`src/rtl/cpu_mem_pkg.sv`:
```
// Shared types and constants for the cpu main-memory path: arbiter FSM states,
// grant encoding and the default memory latency.
package cpu_mem_pkg;

    localparam int MEM_LATENCY = 4;

    typedef enum logic [1:0] {IDLE, ISSUE, WAIT, RESP} arb_state_t;
    typedef enum logic [1:0] {G_NONE, G_IF, G_D} grant_t;

endpackage

```
`src/rtl/mem_lat_counter.sv`:
```
// Memory latency down-counter: loaded when an access is issued, decremented while
// waiting, and flags the last wait cycle (count of one).
module mem_lat_counter #(
    parameter int W = 4
) (
    input  logic         clk,
    input  logic         rst_n,
    input  logic         load,
    input  logic [W-1:0] load_val,
    input  logic         dec,
    output logic         tc
);

    logic [W-1:0] cnt;

    always_ff @(posedge clk) begin
        if (!rst_n) begin
            cnt <= '0;
        end else if (load) begin
            cnt <= load_val;
        end else if (dec && (cnt != '0)) begin
            cnt <= cnt - 1'b1;
        end
    end

    assign tc = (cnt == W'(1));

endmodule

```
`src/rtl/mem_arbiter.sv`:
```
// Shares the single-ported fixed-latency main memory between the fetch (IF) and
// data (D) ports of the cpu, sequencing each access as issue -> wait -> respond.
module mem_arbiter
    import cpu_mem_pkg::*;
#(
    parameter int LATENCY = MEM_LATENCY,
    parameter int AW      = 16,
    parameter int DW      = 16
) (
    input  logic          clk,
    input  logic          rst_n,
    input  logic          if_req,
    input  logic [AW-1:0] if_addr,
    output logic          if_ack,
    output logic [DW-1:0] if_rdata,
    input  logic          d_req,
    input  logic          d_wr,
    input  logic [AW-1:0] d_addr,
    input  logic [DW-1:0] d_wdata,
    output logic          d_ack,
    output logic [DW-1:0] d_rdata,
    output logic          mem_en,
    output logic          mem_wr,
    output logic [AW-1:0] mem_addr,
    output logic [DW-1:0] mem_wdata,
    input  logic [DW-1:0] mem_rdata,
    output logic          mem_ready,
    output logic          busy
);

    arb_state_t state;
    grant_t     grant;
    logic       req_wr;
    logic       lat_tc;
    logic       take_d;
    logic       take_if;
    logic       resp_next;

    // The port just served in RESP is excluded, so contention alternates.
    assign take_d    = d_req && ((state == IDLE) || ((state == RESP) && (grant == G_IF)));
    assign take_if   = !take_d && if_req &&
                       ((state == IDLE) || ((state == RESP) && (grant == G_D)));
    assign resp_next = ((state == ISSUE) && (LATENCY == 1)) || ((state == WAIT) && lat_tc);

    mem_lat_counter #(.W(4)) u_lat_cnt (
        .clk      (clk),
        .rst_n    (rst_n),
        .load     (state == ISSUE),
        .load_val (4'(LATENCY - 1)),
        .dec      (state == WAIT),
        .tc       (lat_tc)
    );

    always_ff @(posedge clk) begin
        if (!rst_n) begin
            state     <= IDLE;
            grant     <= G_NONE;
            req_wr    <= 1'b0;
            mem_en    <= 1'b0;
            mem_wr    <= 1'b0;
            mem_addr  <= '0;
            mem_wdata <= '0;
            if_ack    <= 1'b0;
            d_ack     <= 1'b0;
        end else begin
            mem_en <= 1'b0;
            mem_wr <= 1'b0;
            if_ack <= resp_next && (grant == G_IF);
            d_ack  <= resp_next && (grant == G_D);
            if (take_d) begin
                state     <= ISSUE;
                grant     <= G_D;
                req_wr    <= d_wr;
                mem_en    <= 1'b1;
                mem_wr    <= d_wr;
                mem_addr  <= d_addr;
                mem_wdata <= d_wdata;
            end else if (take_if) begin
                state    <= ISSUE;
                grant    <= G_IF;
                req_wr   <= 1'b0;
                mem_en   <= 1'b1;
                mem_addr <= if_addr;
            end else begin
                case (state)
                    ISSUE:   state <= (LATENCY == 1) ? RESP : WAIT;
                    WAIT:    if (lat_tc) state <= RESP;
                    RESP: begin
                        state <= IDLE;
                        grant <= G_NONE;
                    end
                    default: state <= IDLE;
                endcase
            end
        end
    end

    // Read data is only valid in the ack cycle, so it is passed straight through.
    assign if_rdata  = if_ack ? mem_rdata : '0;
    assign d_rdata   = (d_ack && !req_wr) ? mem_rdata : '0;
    assign mem_ready = !((if_req && !if_ack) || (d_req && !d_ack));
    assign busy      = (state != IDLE);

endmodule

```
`config.mk`:
```
export PLATFORM = sky130hd
export DESIGN_NAME = mem_arbiter
export DESIGN_NICKNAME = d
export VERILOG_FILES = /design/src/rtl/cpu_mem_pkg.sv /design/src/rtl/mem_lat_counter.sv /design/src/rtl/mem_arbiter.sv
export SDC_FILE = /design/constraint.sdc
export NUM_CORES = 1
export LEC_CHECK = 0
export BUFFER_PORTS_ARGS = -buffer_cell sky130_fd_sc_hd__buf_4
export CAP_MARGIN = 15
export CELL_PAD_IN_SITES_DETAIL_PLACEMENT = 1
export CELL_PAD_IN_SITES_GLOBAL_PLACEMENT = 1
export CORE_ASPECT_RATIO = 0.75
export CORE_MARGIN = 5
export CORE_UTILIZATION = 26
export CTS_CLUSTER_SIZE = 24
export DETAILED_ROUTE_END_ITERATION = 10
export GPL_TIMING_DRIVEN = 0
export HOLD_SLACK_MARGIN = 0.15
export PLACE_DENSITY_LB_ADDON = 0.3
export SYNTH_ARGS = -nofsm -noshare
export SYNTH_HDL_FRONTEND = slang
export SYNTH_SLANG_ARGS = --single-unit
```
`constraint.sdc`:
```
create_clock -name clk -period 1.6 [get_ports clk]
set_clock_uncertainty 0.05 [all_clocks]
set_input_delay 0.08 -clock clk [delete_from_list [all_inputs] [get_ports clk]]
set_output_delay 0.08 -clock clk [all_outputs]
set_load 0.005 [all_outputs]
```
==> results.cfg <==
[placed_design]
post_dp_cell_area_um2 = 3330
gp_congestion = 0.760
hpwl_mm = 6.31
place_ws_ns = -0.251
numPortBuffers = 138

[timing]
hold_slack_ns = 0.229
period_minus_slack_ns = 1.65
hold_violations = 0
worst_slew_pin_slew_ns = 0.486
setup_ws_ns = -0.0521
post-route-period-util = 1.03
fmax_ghz = 0.605
setup-tns-final_ns = -0.0773
setup_viol = 5
drv_slew = 0
slew_headroom = 0.676
rsz0062_at_grt = yes

[cts]
htree_num_levels = 2
clock_sinks = 45
root_buffer = clkbuf_8
clock_path_buffers = 2
path_clk_slew_ns = 0.09
tritoncts = yes
worstSkewPairLatency_ns = 0.30
cts_made_buffers = 5

[setup_path]
start_kind = flop
rr_worst_depth = 6
crit_fanout = 7
worstSetupPathType = reg -> reg
cp.required_ns = 1.74
cp_data_arrival_time_ns = 1.79
end_kind = flop

[synthesis]
netlist_top_cells_area = dfxtp_1 42%, and2_1 9.6%, nand2_1 9.4%, a21oi_1 7.7%, ha_1 4.6%
yosys.area.top_type = dfxtp_1
synthCells = 264
synth_area_um2 = 2160
netlist_top_cells_count = 54 x nand2_1, 45 x dfxtp_1, 33 x a21oi_1, 33 x and2_1, 17 x o21ai_0
syn-num-nets = 341
synthDistinctLibCells = 36
ys_ff_latch = 45
ys_warn_count = 0
synth_edf_count = 0
yosysMostFrequentCell = nand2_1
synth_area_per_cell_um2 = 8.18
synth_top_flop_cell = dfxtp_1
async_flop_share = 0
seq_area_frac_synth = 0.417
yosys.area.top_type_share = 0.417

[pwr]
fin_total_pwr_mw = 3.15
leakage_nw = 1.92
ir_worst_vdd_mv = 0.363
power_density_nw_per_um2 = 755

[global_route]
grt_pass1_wl_mm = 14.3
antenna_found_initial = 0
globalRouteOverflowTotal = 0
grt_max_degree = 15
first_global_vias = 2814
grt_usage = 0.178

[cells_and_area]
drive_gt1_frac = 0.421
fin_area_um2 = 4170
area_growth_pct = 93.4
antenna_cells = 0
nNetsFinal = 544
nFillCells = 912

[drt]
drt_iter0_markers = 66
drc = 0
route.detailed.wl_per_inst_um = 16.4
drtAntennaViolNets = 0
via_per_inst = 4.54
drtPass1Iterations = 4
totalWireLength_mm = 9.40
vias = 2602

[floorplanning]
fp.coreArea_um2 = 7990
rows = 28
design.portCount = 139
initial_core_util = 0.270
die_y_um = 88.9
dieArea_um2 = 10200
dieWidth_um = 115

[hold_path]
hold_depth = 5
hold_class = in -> reg

[status]
failed_checks = setup timing
status = finished with violations

[flow_run]
drv_cap = 0
state kept, by name, indices dropped and copies added (netlist names), 2 cells and up:
signal         flops
mem_wdata         16
u_lat_cnt.cnt      4
mem_addr          16
state              2
grant              2
area by class of cell:
class | instances | area [um^2] | share of cell area
timing repair buffer | 196 | 1620 | 0.387
multi-input combinational | 194 | 1250 | 0.300
sequential | 45 | 911 | 0.218
buffer | 17 | 145 | 0.0348
tap | 105 | 131 | 0.0315
clock buffer | 6 | 72.6 | 0.0174
inverter | 8 | 30.0 | 0.00719
clock inverter | 2 | 15.0 | 0.00360
cells by family after synthesis:
family                     share of synthesized area
adders and majority gates                     0.0464
and+or+nand+nor                                0.252
buffers and inverters                         0.0568
AOI/OAI and AO/OA                              0.206
muxes                                        0.00928
DFF                                            0.417
xor gates and xnor gates                      0.0122
repair_timing:
item / CTS / global route
buffers inserted: 5 / 1
hold buffers: 51 / 0
resized for setup: 26 / 32
cloned: 0 / 1
hold endpoints to repair: 39 / 0
setup endpoints to repair: 48 / 53
pin swaps: 4 / 9
path summary, 6_finish.rpt:
path	to	slack, ns	from
hold reg to reg	mem_wdata[10]	0.41	mem_wdata[10]
setup reg to reg	req_wr	-0.05	state[1]
hold / removal	state[1]	0.23	d_req
setup / recovery	req_wr	-0.05	state[1]
power breakdown:
part,internal [mW],switching (mW),total (mW)
clock network,0.308,0.398,0.706
logic,0.618,0.486,1.10
registers,1.25,0.0951,1.34
total,2.17,0.979,3.15
worst max-delay path, stage by stage (launching register included):
cell	delay [ns]
dfxtp_4	0.37
ha_4	0.16
and3b_2	0.23
o21a_1	0.19
buf_6	0.15
and3_4	0.17
a41o_1	0.21
per-layer routing:
metal | track usage | vias up | routed length, um
met4 | 0.0405 | 0 | 111
met2 | 0.340 | 77 | 4940
met3 | 0.0392 | 11 | 539
met5 | 0 | - | 0
li1 | - | 1278 | -
met1 | 0.204 | 1236 | 3800
layout by cell type, fill, tap and decap left out, types with 4 or more instances in the layout:
cell type | Yosys | layout
o21ai_0 | 17 | 17
nand2_1 | 54 | 53
clkbuf_1 | 7 | 5
clkbuf_8 | 0 | 5
a21boi_1 | 10 | 10
dlygate4sd3_1 | 0 | 51
ha_1 | 8 | 6
buf_6 | 1 | 4
buf_4 | 4 | 147
and2_1 | 33 | 33
a21boi_0 | 7 | 7
a21oi_1 | 33 | 18
inv_1 | 8 | 6
a21oi_2 | 0 | 13
dfxtp_1 | 45 | 41
metrics by stage:
step	utilization	cells
2_1_floorplan	-	264
3_3_place_gp	0.416	507
3_5_place_dp	0.416	507
4_1_cts	0.506	571
5_1_grt	0.523	573
6_report	0.523	573
Power figures use the tool's default switching activity.
